<file path="config.mk">
export PLATFORM = sky130hd
export DESIGN_NAME = stream_demux
export DESIGN_NICKNAME = d
export VERILOG_FILES = /design/src/rtl/stream_demux.sv
export SDC_FILE = /design/constraint.sdc
export NUM_CORES = 1
export LEC_CHECK = 0
export ABC_AREA = 1
export CAP_MARGIN = 20
export CORE_MARGIN = 5
export CORE_UTILIZATION = 30
export DETAILED_ROUTE_END_ITERATION = 7
export GPL_TIMING_DRIVEN = 0
export RECOVER_POWER = 50
export SKIP_LAST_GASP = 1
export SLEW_MARGIN = 20
export SYNTH_ARGS = -nofsm -noshare
export SYNTH_HDL_FRONTEND = slang
export SYNTH_SLANG_ARGS = --single-unit
</file>
<file path="constraint.sdc">
create_clock -name clk -period 3.32 [get_ports clk]
set_input_delay 0.332 -clock clk [delete_from_list [all_inputs] [get_ports clk]]
set_output_delay 0.332 -clock clk [all_outputs]
set_load 0.01 [all_outputs]
</file>
<file path="src/rtl/stream_demux.sv">
// stream_demux: 1-to-N valid/ready stream demultiplexer with a one-entry output slot per channel.
// Define STREAM_DEMUX_BCAST_EN to add the in_bcast broadcast input.
module stream_demux #(
  parameter int unsigned WIDTH    = 16,
  parameter int unsigned CHANNELS = 4,
  parameter int unsigned SEL_W    = 2
) (
  input  logic                      clk,
  input  logic                      rst_n,
  input  logic [WIDTH-1:0]          in_data,
  input  logic [SEL_W-1:0]          in_sel,
  input  logic                      in_valid,
`ifdef STREAM_DEMUX_BCAST_EN
  input  logic                      in_bcast,
`endif
  output logic                      in_ready,
  output logic [CHANNELS*WIDTH-1:0] out_data,
  output logic [CHANNELS-1:0]       out_valid,
  input  logic [CHANNELS-1:0]       out_ready,
  output logic [7:0]                drop_cnt
);

  localparam int unsigned DATA_W = CHANNELS * WIDTH;
  localparam int unsigned CNT_W  = 8;
  localparam logic [CNT_W-1:0] CNT_MAX = '1;

  logic [DATA_W-1:0]   r_data;
  logic [CHANNELS-1:0] r_valid;
  logic [CNT_W-1:0]    r_drop_cnt;

  logic                w_bcast;
  logic [CHANNELS-1:0] w_can_load;
  logic [CHANNELS-1:0] w_sel_hit;
  logic                w_sel_can_load;
  logic                w_in_range;
  logic                w_accept;
  logic [CHANNELS-1:0] w_load;
  logic                w_drop;

`ifdef STREAM_DEMUX_BCAST_EN
  assign w_bcast = in_bcast;
`else
  assign w_bcast = 1'b0;
`endif

  // A slot can take a new word when empty or when it is draining this edge.
  assign w_can_load = ~r_valid | out_ready;

  // Decode the select; an index past the last channel hits nothing.
  always_comb begin
    w_sel_hit      = '0;
    w_sel_can_load = 1'b0;
    for (int unsigned k = 0; k < CHANNELS; k++) begin
      if (32'(in_sel) == k) begin
        w_sel_hit[k]   = 1'b1;
        w_sel_can_load = w_can_load[k];
      end
    end
  end

  assign w_in_range = |w_sel_hit;

  // Combinational ready path from in_sel/out_ready; independent of in_valid.
  always_comb begin
    in_ready = 1'b1;
    if (w_bcast) begin
      in_ready = &w_can_load;
    end else if (w_in_range) begin
      in_ready = w_sel_can_load;
    end
  end

  assign w_accept = in_valid && in_ready;
  assign w_drop   = w_accept && !w_bcast && !w_in_range;

  always_comb begin
    w_load = '0;
    if (w_accept) begin
      w_load = w_bcast ? {CHANNELS{1'b1}} : w_sel_hit;
    end
  end

  // Per-channel slots: load wins over drain so valid stays high on a same-edge swap.
  always_ff @(posedge clk or negedge rst_n) begin
    if (!rst_n) begin
      r_valid <= '0;
      r_data  <= '0;
    end else begin
      for (int unsigned k = 0; k < CHANNELS; k++) begin
        if (w_load[k]) begin
          r_valid[k]               <= 1'b1;
          r_data[k*WIDTH +: WIDTH] <= in_data;
        end else if (out_ready[k]) begin
          r_valid[k] <= 1'b0;
        end
      end
    end
  end

  // Saturating count of words discarded for an out-of-range select.
  always_ff @(posedge clk or negedge rst_n) begin
    if (!rst_n) begin
      r_drop_cnt <= '0;
    end else if (w_drop && (r_drop_cnt != CNT_MAX)) begin
      r_drop_cnt <= r_drop_cnt + CNT_W'(1);
    end
  end

  assign out_data  = r_data;
  assign out_valid = r_valid;
  assign drop_cnt  = r_drop_cnt;

endmodule

</file>
---- Word level (Yosys, flattened, before mapping) ----
Index checks and enable logic that the tools add are counted.
storage, ports and cells
  input port bits ......................... 25
  logic and storage cells ................. 44
  output and inout bits ................... 77
  register bits after elaboration ......... 76
operators by class
  bitwise gates (word level) .............. 2
  muxes and demuxes ....................... 18
  reductions and logical operators ........ 10
  equality and inequality tests ........... 4
  $add $sub $neg .......................... 1
operator list
  operator                                                                number
  1-bit 2-to-1 mux                                                        17
  8-bit by 1-bit adder with 8-bit output (second input constant)          1
  8-bit inequality test (second input constant)                           1
  2-bit nonzero test                                                      4
  2-bit equality test (second input constant)                             2
  4-bit 2-to-1 mux                                                        1
  4-bit inverter                                                          1
  4-bit OR                                                                1
  4-bit OR reduction                                                      1
  1-bit logical AND                                                       3
  2-bit by 1-bit equality test with 1-bit output (second input constant)  1
  2-bit zero test                                                         1
  1-bit zero test                                                         1

---- Logic depth before layout (Yosys ltp) ----
  word-level depth ........................ 10
  mapped depth ............................ 8
  mapped depth without buffers ............ 7

---- Worst setup path after synthesis ----
No wires, ideal clock.
  path kind ............................... in2out
  from .................................... input port in_sel[1]
  to ...................................... output port in_ready
  stages on the path ...................... 4
  slack ................................... 1.848 ns
  arrival time ............................ 1.140 ns
  path buffers ............................ 1
  data required time ...................... 2.988 ns
  cells stage by stage .................... nor2_2 nand2_2 nand4_4 buf_2
on the way
  cells in the longest elaborated chain, start to end .. 6
ends and longest elaborated chain
  item                           line  source
  from (decl)                    11    input logic [SEL_W-1:0] in_sel,
  2-bit zero test                54    if (32'(in_sel) == k) begin
  1-bit 2-to-1 mux (4 in a row)  54
  1-bit 2-to-1 mux *             68    end else if (w_in_range) begin
  to (decl)                      16    output logic in_ready,
Mark *: on every way between the ends. The rest lies on a longest branch, timed or not.

---- Worst setup path in the final report ----
Same ends and word-level chain as after synthesis.

==> results by group <==
Outcome
  – Outcome: finished, final reports clean

Place
  – HPWL Detailed: roughly 7200 um
  – Count of input and output buffers: 100
  – Placed Cells: 564
  – DP Area: about 0.0044 mm^2
  – Gpl congestion: approximately 0.73

Yosys
  – Post-synthesis sequential area ratio: 0.601
  – Top post-synthesis cells by area: dfrtp_1, nand2_1, nand4_1
  – Distinct cells, synth: 14
  – Ys Warns: 0
  – Synth Net Count: 352
  – Post-synthesis area per instance: 9.67 um^2
  – Yosys top cell by area: dfrtp_1
  – Synth Cell Area: around 0.0032 mm^2
  – Yosys reg bits: 76
  – Share of the synthesized area in the top cell type: 0.601
  – Cells after synthesis: around 330

Min path
  – Worst Hold Class: input port to flop

Die
  – Core Area: between 0.01 and 0.015 mm^2
  – IO Pins: ~100
  – Row Count: 37
  – Starting density of the core: 0.306
  – Die Area: 0.0127 mm^2
  – Die Height: approximately 110 um
  – Die span in x: 113 um

STA
  – Final setup TNS: 0 ps
  – Part of the cycle the worst path needs: 0.841
  – Final Max Slew Viols: 0
  – Fmax: roughly 360 MHz
  – RSZ-0062 raised after global routing: false
  – Final setup viols: 0
  – Max-slew headroom: 0.144
  – Clk_skew: ~11 ps
  – Final Hold Fails: 0
  – Clock period minus worst slack: roughly 2800 ps
  – Worst-margin pin slew: 1280 ps

Detailed routing
  – Wire length on met2: 4310 um
  – Final ANT Viol Nets: 0
  – Top layer in use: met4
  – DR vias/cell: around 4.7
  – M1 WL: 4140 um
  – Mean routed wirelength per cell: 16.1 um
  – Iter 0 DRT Violations: between 100 and 150
  – Detailed-router iteration count before antenna repair: 4
  – Routed wl met3: about 790 um
  – DRC viols: 0
  – Post-Route WL: slightly above 9000 um
  – Via count: between 2000 and 3000

Final layout
  – Most common cell after layout, fill and taps aside: nand2_1
  – Antenna diodes: 0
  – Finished layout cell area: around 0.0045 mm^2
  – Fin nets: roughly 470
  – Non-Filler Instances: just under 600
  – Layout cells sized above 1: 0.106
  – Layout area overhead: 43.3%
  – Area of the multi-input gates: about 0.0011 mm^2
  – FF+latch area: 0.00190 mm^2
  – Filler instances: 1027
  – Commonest non-fill, non-tap cells in the layout: nand2_1, dfrtp_1, clkdlybuf4s50_1, nand4_1, dlygate4sd3_1

Global routing
  – Initial antenna violation count: 0
  – GRT Total Usage: 0.152
  – GRT overflow: 0
  – First-pass GRT wire length: around 15000 um
  – Largest net degree at the start of global routing: 56
  – Vias in the first global route: approximately 2800

CTS
  – CTS resizes: 0
  – Root buffer cell: clkbuf_8
  – CTS Sinks: 76
  – Clock tree buffer depth: 2
  – H-tree levels: 3
  – Post-CTS Setup Inserts: 0
  – CTS tree: yes
  – Clk pin slew, worst setup/hold paths: 80 ps
  – Worst skew pair latency: 350 ps
  – Hold Buf Count CTS: 1
  – TritonCTS Buffers: 9

Power
  – VDD IR max: 0.199 mV
  – Leakage: between 0.002 and 0.0025 uW
  – Power Density: about 560 mW/mm^2

Worst setup path
  – Setup CP Type: input port to output pin
  – CP max FO: 10
  – R2R setup slack: around 1900 ps
  – Worst EP arrival: between 2000 and 2500 ps
  – Startpoint Class: input port
  – Crit. End Element: output pin
  – Required time worst endpoint: between 2000 and 3000 ps

Run
  – Max-cap violations: 0
sequential cells by signal, summed over array words and instances (netlist names):
signal	cells
drop_cnt	8
out_valid	4
out_data	64
report_power, final:
part	internal (uW)	leakage (uW)	switching, uW
registers	1090	0.000965	93.2
clock network	270	0.0000824	342
logic	384	0.00117	360
stage by stage:
stage | utilization | hold slack, ps | power [uW] | setup slack [ps]
6_report | 0.439 | 427 | 2540 | 527
4_1_cts | 0.439 | 420 | 2610 | 522
5_1_grt | 0.439 | 454 | 2700 | 433
3_5_place_dp | 0.422 | 251 | 1990 | 521
3_3_place_gp | 0.420 | 439 | 1970 | -761
2_1_floorplan | - | 36.4 | 1490 | 1850
logic make-up after synthesis:
| kind of cell | share of synthesized area |
|---|---|
| buf+inv | 0.0653 |
| flops | 0.601 |
| simple gates | 0.333 |
synthesized netlist by cell type:
cell type,number
inv_1,4
nand2_1,139
dfrtp_1,76
nor2_2,1
buf_2,12
buf_6,5
nor2_4,2
clkbuf_1,13
buf_8,1
nand3_4,4
nand4_4,1
nand2_2,2
inv_2,3
nand4_1,64
final timing paths:
kind	startpoint	endpoint	depth (start not counted)
min in group asynchronous	rst_n	drop_cnt[6]$_DFFE_PN0P_	2
setup reg to reg	out_valid[3]$_DFFE_PN0P_	out_data[62]$_DFFE_PN0P_	7
hold reg to reg	drop_cnt[3]$_DFFE_PN0P_	drop_cnt[3]$_DFFE_PN0P_	1
hold / removal	in_valid	out_data[35]$_DFFE_PN0P_	4
max in group asynchronous	rst_n	out_data[27]$_DFFE_PN0P_	3
setup / recovery	in_sel[1]	in_ready	6
routing by layer:
layer / up-vias / track usage
met5: - / 0
met2: 93 / 0.239
met4: 0 / 0.0457
li1: 1314 / -
met3: 13 / 0.0507
met1: 1302 / 0.198
worst max-delay path: stages:
cell	delay [ps]
clkdlybuf4s50_1	530
nor2_2	430
nand2_2	130
nand4_4	200
buf_2	250
clkdlybuf4s50_1	580
cell type report:
cell class,instances,area share
Buffer,31,0.0398
Clock buffer,10,0.0282
Clock inverter,6,0.00856
Inverter,7,0.00580
Multi-Input combinational cell,213,0.233
Sequential cell,76,0.420
Tap cell,136,0.0375
Timing Repair Buffer,102,0.228
Note: power is estimated with default switching activity, not from simulation.
